### src/rtl/fetch_unit.sv
// fetch_unit: instruction-fetch stage.
//   Issues word-aligned sequential fetch requests over a valid/ready channel. Responses come
//   back in order and are buffered, with their PCs, in a prefetch FIFO that feeds the decoder.
//   A redirect flushes the FIFO and restarts fetch at the target. Responses to requests issued
//   before the redirect are dropped as they arrive.
// Ports:
//   clk, rst_n                      clock, asynchronous active-low reset
//   imem_req_valid/ready/addr       fetch request channel
//   imem_rsp_valid/data             in-order fetch responses, always accepted
//   redirect_valid/addr             taken branch/jump, one-cycle pulse
//   instr_valid/ready/out/pc        decoder channel (FIFO head)
//   perf_fetched/dropped/stall      performance counters, present only with FETCH_PERF_EN
// Optional feature macro: FETCH_PERF_EN
module fetch_unit #(
    parameter int unsigned      XLEN            = 32,
    parameter int unsigned      ILEN            = 32,
    parameter logic [XLEN-1:0]  RESET_PC        = 32'h0000_0000,
    parameter int unsigned      FIFO_DEPTH      = 4,
    parameter int unsigned      MAX_OUTSTANDING = 2
) (
    input  logic            clk,
    input  logic            rst_n,
    output logic            imem_req_valid,
    input  logic            imem_req_ready,
    output logic [XLEN-1:0] imem_req_addr,
    input  logic            imem_rsp_valid,
    input  logic [ILEN-1:0] imem_rsp_data,
    input  logic            redirect_valid,
    input  logic [XLEN-1:0] redirect_addr,
    output logic            instr_valid,
    input  logic            instr_ready,
    output logic [ILEN-1:0] instr_out,
    output logic [XLEN-1:0] instr_pc
`ifdef FETCH_PERF_EN
    ,
    output logic [31:0]     perf_fetched,
    output logic [31:0]     perf_dropped,
    output logic [31:0]     perf_stall
`endif
);

    localparam int unsigned FAW = $clog2(FIFO_DEPTH);
    localparam int unsigned FPW = FAW + 1;
    localparam int unsigned QAW = (MAX_OUTSTANDING > 1) ? $clog2(MAX_OUTSTANDING) : 1;
    localparam int unsigned OCW = $clog2(MAX_OUTSTANDING + 1);
    localparam logic [XLEN-1:0] ALIGN_MASK = ~XLEN'(3);

    // run_q keeps the request channel quiet for the first cycle after reset release.
    logic                 run_q;
    logic [XLEN-1:0]      fetch_pc_q;
    logic [OCW-1:0]       outstanding_q, outstanding_d;
    logic [OCW-1:0]       drop_q, drop_d;

    // Prefetch FIFO; one extra pointer bit separates full from empty.
    logic [FPW-1:0]       wr_ptr_q, rd_ptr_q;
    logic [ILEN-1:0]      fifo_data_q [FIFO_DEPTH];
    logic [XLEN-1:0]      fifo_pc_q   [FIFO_DEPTH];
    logic [FPW-1:0]       fifo_count;
    logic                 fifo_empty;

    // PCs of issued requests, in issue order, waiting for their responses.
    logic [XLEN-1:0]      pcq_q [MAX_OUTSTANDING];
    logic [QAW-1:0]       pcq_wr_q, pcq_rd_q;

    logic                 credit_ok;
    logic                 req_fire;
    logic                 rsp_fire;
    logic                 push;
    logic                 pop;

    function automatic logic [QAW-1:0] pcq_next(input logic [QAW-1:0] ptr);
        if (ptr == QAW'(MAX_OUTSTANDING - 1)) begin
            return '0;
        end
        return ptr + QAW'(1);
    endfunction

    always_comb begin
        fifo_count = wr_ptr_q - rd_ptr_q;
        fifo_empty = (wr_ptr_q == rd_ptr_q);
        // Reserving a FIFO slot per in-flight request means responses never find the FIFO full.
        credit_ok  = ((32'(fifo_count) + 32'(outstanding_q)) < FIFO_DEPTH) &&
                     (32'(outstanding_q) < MAX_OUTSTANDING);

        imem_req_valid = run_q && credit_ok && !redirect_valid;
        imem_req_addr  = fetch_pc_q & ALIGN_MASK;

        req_fire = imem_req_valid && imem_req_ready;
        // A response with nothing outstanding is a protocol error and is ignored.
        rsp_fire = imem_rsp_valid && (outstanding_q != '0);
        push     = rsp_fire && (drop_q == '0) && !redirect_valid;

        instr_valid = !fifo_empty;
        instr_out   = fifo_empty ? '0 : fifo_data_q[rd_ptr_q[FAW-1:0]];
        instr_pc    = fifo_empty ? '0 : fifo_pc_q[rd_ptr_q[FAW-1:0]];
        pop         = instr_valid && instr_ready && !redirect_valid;

        outstanding_d = outstanding_q;
        if (req_fire && !rsp_fire) begin
            outstanding_d = outstanding_q + OCW'(1);
        end else if (!req_fire && rsp_fire) begin
            outstanding_d = outstanding_q - OCW'(1);
        end

        drop_d = drop_q;
        if (redirect_valid) begin
            // No request can issue in a redirect cycle, so everything still in flight is stale.
            drop_d = outstanding_d;
        end else if (rsp_fire && (drop_q != '0)) begin
            drop_d = drop_q - OCW'(1);
        end
    end

    always_ff @(posedge clk or negedge rst_n) begin
        if (!rst_n) begin
            run_q         <= 1'b0;
            fetch_pc_q    <= RESET_PC;
            outstanding_q <= '0;
            drop_q        <= '0;
            wr_ptr_q      <= '0;
            rd_ptr_q      <= '0;
            pcq_wr_q      <= '0;
            pcq_rd_q      <= '0;
        end else begin
            run_q         <= 1'b1;
            outstanding_q <= outstanding_d;
            drop_q        <= drop_d;

            if (redirect_valid) begin
                fetch_pc_q <= redirect_addr & ALIGN_MASK;
            end else if (req_fire) begin
                fetch_pc_q <= imem_req_addr + XLEN'(4);
            end

            if (req_fire) begin
                pcq_wr_q <= pcq_next(pcq_wr_q);
            end
            if (rsp_fire) begin
                pcq_rd_q <= pcq_next(pcq_rd_q);
            end

            if (redirect_valid) begin
                rd_ptr_q <= wr_ptr_q;
            end else begin
                if (push) begin
                    wr_ptr_q <= wr_ptr_q + FPW'(1);
                end
                if (pop) begin
                    rd_ptr_q <= rd_ptr_q + FPW'(1);
                end
            end
        end
    end

    // Storage arrays carry no reset; the pointers alone define what is valid.
    always_ff @(posedge clk) begin
        if (req_fire) begin
            pcq_q[pcq_wr_q] <= imem_req_addr;
        end
        if (push) begin
            fifo_data_q[wr_ptr_q[FAW-1:0]] <= imem_rsp_data;
            fifo_pc_q[wr_ptr_q[FAW-1:0]]   <= pcq_q[pcq_rd_q];
        end
    end

`ifdef FETCH_PERF_EN
    always_ff @(posedge clk or negedge rst_n) begin
        if (!rst_n) begin
            perf_fetched <= '0;
            perf_dropped <= '0;
            perf_stall   <= '0;
        end else begin
            if (pop) begin
                perf_fetched <= perf_fetched + 32'd1;
            end
            // Discarded responses plus entries thrown away by a flush.
            perf_dropped <= perf_dropped + ((rsp_fire && !push) ? 32'd1 : 32'd0) +
                            (redirect_valid ? 32'(fifo_count) : 32'd0);
            if (!instr_valid) begin
                perf_stall <= perf_stall + 32'd1;
            end
        end
    end
`endif

endmodule

### config.mk
export PLATFORM = sky130hd
export DESIGN_NAME = fetch_unit
export DESIGN_NICKNAME = d
export VERILOG_FILES = /design/src/rtl/fetch_unit.sv
export SDC_FILE = /design/constraint.sdc
export NUM_CORES = 1
export LEC_CHECK = 0
export CORE_UTILIZATION = 40
export CTS_CLUSTER_DIAMETER = 40
export CTS_CLUSTER_SIZE = 25
export DETAILED_ROUTE_END_ITERATION = 8
export GPL_ROUTABILITY_DRIVEN = 0
export PLACE_DENSITY_LB_ADDON = 0.25
export SYNTH_ARGS = -nofsm -noshare
export SYNTH_HDL_FRONTEND = slang
export SYNTH_SLANG_ARGS = --single-unit
export TNS_END_PERCENT = 20
### constraint.sdc
create_clock -name clk -period 4.2 [get_ports clk]
set_input_delay 1.26 -clock clk [delete_from_list [all_inputs] [get_ports clk]]
set_output_delay 1.26 -clock clk [all_outputs]
set_load 0.005 [all_outputs]
; Yosys cells after proc, flatten, opt, wreduce, memory -nomap -nowiden
; Memories as Yosys holds them, arrays and structs flattened.
; Cells that the tools add are included.
[classes]
bitwise_logic = 1
n_eq_ne = 1
order_cmp = 2
n_reduce_logical = 23
add_sub_neg = 10
muxes = 22
[op_table]
columns = op, count
row1 = 2-to-1 mux 32 bit, 4
row2 = "adder 32 x 3 -> 32 bit, second input constant", 1
row3 = logical AND 1 bit, 12
row4 = 2-to-1 mux 1 bit, 12
row5 = nonzero test 2 bit, 5
row6 = 2-to-1 mux 2 bit, 4
row7 = "adder 3 x 1 -> 3 bit, second input constant", 2
row8 = 2-to-1 mux 3 bit, 2
row9 = adder 3 x 2 -> 4 bit, 1
row10 = logical NOT 1 bit, 4
row11 = "< comparator 4 x 3 -> 1 bit, second input constant", 1
row12 = "subtractor 2 x 1 -> 2 bit, second input constant", 2
row13 = equality test 3 bit, 1
row14 = subtractor 3 bit, 1
row15 = "adder 1 bit, second input constant", 2
row16 = "adder 2 x 1 -> 2 bit, second input constant", 1
row17 = logical NOT 2 bit, 1
row18 = "< comparator 2 bit, second input constant", 1
row19 = AND reduction 2 bit, 1
row20 = NOT 1 bit, 1
[totals]
reg_bits = 45
n_memories = 3
in_bits = 70
ramBits = 316
out_inout_bits = 98
[mem_list]
columns = memory, depth, word_bits, read_ports, rd_clocked_by_memory_dff, wr, line_no
row1 = fifo_data_q, 4, 32, 1, 0, 1, 56  ; logic [ILEN-1:0] fifo_data_q [FIFO_DEPTH];
row2 = fifo_pc_q, 4, 32, 1, 0, 1, 57  ; logic [XLEN-1:0] fifo_pc_q [FIFO_DEPTH];
row3 = pcq_q, 2, 30, 1, 0, 1, 62  ; logic [XLEN-1:0] pcq_q [MAX_OUTSTANDING];

; Depth between registers and ports, before layout
[depth]
word_depth = 12
depth_mapped = 12
ltp_nobuf = 10

; Worst setup path before layout
; Ideal clock, no wire load.
[synth_timing]
path_kind = register -> register
startpoint = reg rd_ptr_q[1]
endpoint = mem pcq_q[0][0] (netlist name), enable pin
arrival_ps = 3705
period_less_slack_ps = 4122
path_buffers = 3
setup_slack_ps = 78
t_required_ps = 3783
stages_incl_launch_ff = 10
path_cell_list = dfrtp_1 clkbuf_1 clkbuf_1 inv_1 fa_1 ha_1 nor4b_2 nand4_1 clkbuf_1 nor2_1
[synth_between]
elab_chain_len = 9
[synth_rtl]
columns = item, line_no
row1 = "start, declared", 55  ; logic [FPW-1:0] wr_ptr_q, rd_ptr_q;
row2 = "start signal, assigned", 143  ; rd_ptr_q <= wr_ptr_q;
row3 = "start signal, assigned", 149  ; rd_ptr_q <= rd_ptr_q + FPW'(1);
row4 = subtractor 3 bit, 79  ; fifo_count = wr_ptr_q - rd_ptr_q;
row5 = adder 3 x 2 -> 4 bit, 82  ; credit_ok = ((32'(fifo_count) + 32'(outstanding_q)) < FIFO_DEPTH) &&
row6 = < comparator 4 x 3 -> 1 bit, 82
row7 = logical AND 1 bit, 82
row8 = logical AND 1 bit (2 in a row), 85  ; imem_req_valid = run_q && credit_ok && !redirect_valid;
row9 = logical AND 1 bit, 88  ; req_fire = imem_req_valid && imem_req_ready;
row10 = 2-to-1 mux 1 bit, 157  ; if (req_fire) begin
row11 = 2-to-1 mux 1 bit (not written as such), 158  ; pcq_q[pcq_wr_q] <= imem_req_addr;
row12 = "end, declared", 62
; Every way passes these cells.

; Final worst setup path
[layout_timing]
startpoint = reg rd_ptr_q[1]
endpoint = out instr_pc[26]
[layout_between]
elab_chain_len = 2
[layout_rtl]
columns = item, line_no
row1 = memory read (4 x 32 bit) / equality test 3 bit (equally long branches), --
row2 = 2-to-1 mux 32 bit (*), 95  ; instr_pc = fifo_empty ? '0 : fifo_pc_q[rd_ptr_q[FAW-1:0]];
row3 = "end, declared", 33  ; output logic [XLEN-1:0] instr_pc
; Mark *: on every way between the ends. The rest lies on a longest branch, timed or not.

==> reports/summary.md <==
* 10300 µm² — area taken by flip-flops and latches
* 2.69 ns — Data arrival, critical path
* flop to flop — Hold Crit Class
* sky130_fd_sc_hd__clkbuf_16 — Clock Tree Root
* 0.525 — final core utilization
* 1.06 ns — setup slack of the most critical reg-to-reg path
* 0.733 — Seq/Total Area, Yosys
* 683 nW/µm² — PwrDens
* 29100 µm — Post-Route WL
* 14 — crit path max fanout
* 351 — number of register bits inferred by synthesis
* output pin — category of the worst setup path capture point
* 18.2 µm² — Synth Area per Inst
* 6.16 nW — leakage power figure
* 0.55 ns — worst skew pair latency
* 4 — detailed-router iteration count before antenna repair
* 0.164 — global routing usage summed across all routing layers
* multiplexers — combinational family with the most area after synthesis
* rd_ptr_q[0]$_DFFE_PN0P_ — origin of the critical flop-to-flop path
* false — unrepaired setup endpoints after global routing
* 7696 — number of global-route vias before repair
* 0.0284 — post-synthesis compound-gate area fraction
* 0 ns — accumulated negative setup slack
* 0.253 GHz — maximum achievable frequency
* rd_ptr_q[1]$_DFFE_PN0P_ — worst setup path startpoint
* 34600 µm² — placeable core region
* 0 — final hold violations
* 0.219 — fraction of final layout cells with drive strength greater than 1
* 0.0116 — xor and xnor area share after synthesis
* 45 — number of library cell types mapped by synthesis
* 0 — MaxCap Viol Count
* 0.0298 ns — worst clock skew
* 2 — # H-tree levels
* 0.126 — mux share of post-synthesis cell area
* 3.95 ns — post-layout minimum cycle time
* 0.371 mV — maximum vdd ir drop
* flop to output pin — critical path start-end classification
* 14100 µm² — netlist area before placement
* 0.0706 — area fraction in and, or, nand and nor cells after synthesis
* 12.4 mW — Power, Total
* 3 — maximum buffer depth of the clock tree
* 68 — cell row count
* 351 — total number of clock tree sinks
* 65 — maximum number of pins on one net before global-route repair
* 0.313 — Relative slew margins
* 0.123 — async set-reset flop share out of synthesis
* 0 — antenna viol nets, final
* done — CTS tree
* 49 — number of CTS-inserted buffers
* 168 — ports placed on the boundary
* 773 — Syn Inst Count
* 19.8 µm — average wire per cell in the routed design
* 17500 µm — DPL Wire Length
* 190 µm — height of the chip
* 2831 — FILL cells
* 0 — total grt overflow
* pcq_q[1][15]$_DFFE_PP_ — capture instance of the worst register-to-register path
* 0 — number of antenna violations at the first check in global routing
* 0 — YS warnings
* 0.940 — post-route clock period utilization
* 0 — drt drc
* 10 — r2r worst-path depth
* 1054 — Post-layout nets
* 0 — Slew Limit Fails
* 3540 µm² — area of the multi-input gates
* 44700 µm — first-pass GRT wire length
* flop — element type at the critical path start
* 18200 µm² — final standard cell area without fillers
* pcq_wr_q$_DFFE_PN0N_ — hold path startpoint
* 0.407 — starting density of the core
* 190 µm — Die Width
* 0.0112 — adder-cell share of the synthesized area
* 483 — iteration-0 DRC count of the detailed router
* 7518 — total via count after detailed routing
* pcq_wr_q$_DFFE_PN0N_ — Endpoint, Worst Hold
* 5.12 — via count normalized by instance count
* 161 — quantity of I/O buffers inserted on ports
* 2.94 ns — Crit path required time
* completed — run status
* 0.06 ns — Worst-path clk slew
* 1.03 ns — transition time at the pin with the least slew margin
* 1 — number of cells traversed by the worst hold path
* 16400 µm² — placed standard-cell area
* 29.2% — area growth from synthesis to layout
* 0.513 ns — hold_ws
* 0 — setup violation total in the final timing report
* 35900 µm² — total die area
* 308 — Post-synth EDFFs
* sky130_fd_sc_hd__edfxtp_1 — Main synth FF type
* 0 — antenna diode instance count
timing repair:
item	in CTS	in global routing
setup endpoints to repair	1	1
gates resized for setup	2	2
pin swaps	2	1
setup buffers	2	2
hold buffers	0	0
synthesized netlist by cell type, types with 4 or more instances:
library cell,count,area share
sky130_fd_sc_hd__buf_2,11,0.0039
sky130_fd_sc_hd__o211ai_1,8,0.0043
sky130_fd_sc_hd__inv_1,11,0.0029
sky130_fd_sc_hd__o21ai_0,7,0.0025
sky130_fd_sc_hd__nand3_1,17,0.0060
sky130_fd_sc_hd__and3_1,4,0.0018
sky130_fd_sc_hd__dfrtp_1,43,0.076
sky130_fd_sc_hd__o21ai_1,19,0.0068
sky130_fd_sc_hd__o311ai_1,6,0.0037
sky130_fd_sc_hd__buf_4,5,0.0027
sky130_fd_sc_hd__and2_1,71,0.032
sky130_fd_sc_hd__edfxtp_1,308,0.66
sky130_fd_sc_hd__mux4_2,62,0.099
sky130_fd_sc_hd__xor2_1,8,0.0050
sky130_fd_sc_hd__nor2_1,12,0.0032
sky130_fd_sc_hd__clkbuf_1,23,0.0061
sky130_fd_sc_hd__a21oi_1,6,0.0021
sky130_fd_sc_hd__and4_1,6,0.0037
sky130_fd_sc_hd__xnor2_1,8,0.0050
sky130_fd_sc_hd__nand2_1,41,0.011
sky130_fd_sc_hd__mux2_2,32,0.026
sky130_fd_sc_hd__nand4_1,15,0.0067
sky130_fd_sc_hd__ha_1,11,0.0098
flip-flops by register name (all words and copies together), names as in the netlist:
name           count
rd_ptr_q           3
pcq_wr_q           1
fetch_pc_q        30
drop_q             2
fifo_pc_q        120
pcq_q             60
pcq_rd_q           1
outstanding_q      2
run_q              1
wr_ptr_q           3
fifo_data_q      128
worst max-delay path by stage:
stage               cells after the start                    end
floorplan                               9  pcq_q[0][0]$_DFFE_PP_
global placement                        4         imem_req_valid
detailed placement                      4         imem_req_valid
CTS                                     7         imem_req_valid
global route                            6           instr_pc[21]
finish                                  6           instr_pc[26]
layout by cell type (no fill, tap or decap), types with 17 or more instances in the layout:
cell type,netlist,layout
sky130_fd_sc_hd__dfrtp_1,43,41
sky130_fd_sc_hd__buf_4,5,17
sky130_fd_sc_hd__o21ai_1,19,19
sky130_fd_sc_hd__edfxtp_1,308,308
sky130_fd_sc_hd__mux4_2,62,62
sky130_fd_sc_hd__clkbuf_16,0,50
sky130_fd_sc_hd__and2_1,71,67
sky130_fd_sc_hd__nand2_1,41,41
sky130_fd_sc_hd__mux2_2,32,32
sky130_fd_sc_hd__clkdlybuf4s50_1,0,159
through the flow:
step	worst slack [ns]	cells
2_1_floorplan	0.0783	776
5_1_grt	0.0830	1467
3_5_place_dp	0.208	1372
6_report	0.253	1467
3_3_place_gp	0.202	1372
4_1_cts	0.00658	1465
layout make-up:
type	instances	area share
well taps	455	0.0313
repair buffers	189	0.108
clock buffers	54	0.0696
multi-input cells	370	0.195
inverters	11	0.00227
clock inverters	37	0.0262
flip-flops and latches	351	0.568
where the power goes:
group          switching (mW)  total, mW  internal [mW]
clock                    1.66       4.24           2.58
sequential              0.200       4.39           4.19
combinational            1.58       3.79           2.21
critical path, stage by stage, from the launching register on:
cell	delay, ns
sky130_fd_sc_hd__dfrtp_4	0.49
sky130_fd_sc_hd__inv_1	0.11
sky130_fd_sc_hd__ha_1	0.24
sky130_fd_sc_hd__nand3_2	0.30
sky130_fd_sc_hd__buf_4	0.27
sky130_fd_sc_hd__and2_1	0.19
sky130_fd_sc_hd__clkdlybuf4s50_1	0.53
logic make-up after synthesis:
group | after synthesis
other cells | 2
xor+xnor | 17
flops | 351
compound gates | 61
fa+ha+maj | 12
simple gates | 179
buf+inv | 55
mux | 96
routing by layer:
metal	GRT usage	part of all wire
met5	0	0
met4	0.0444	0.018
met2	0.261	0.47
met1	0.229	0.46
met3	0.0350	0.050
(Power assumes the default switching activity.)
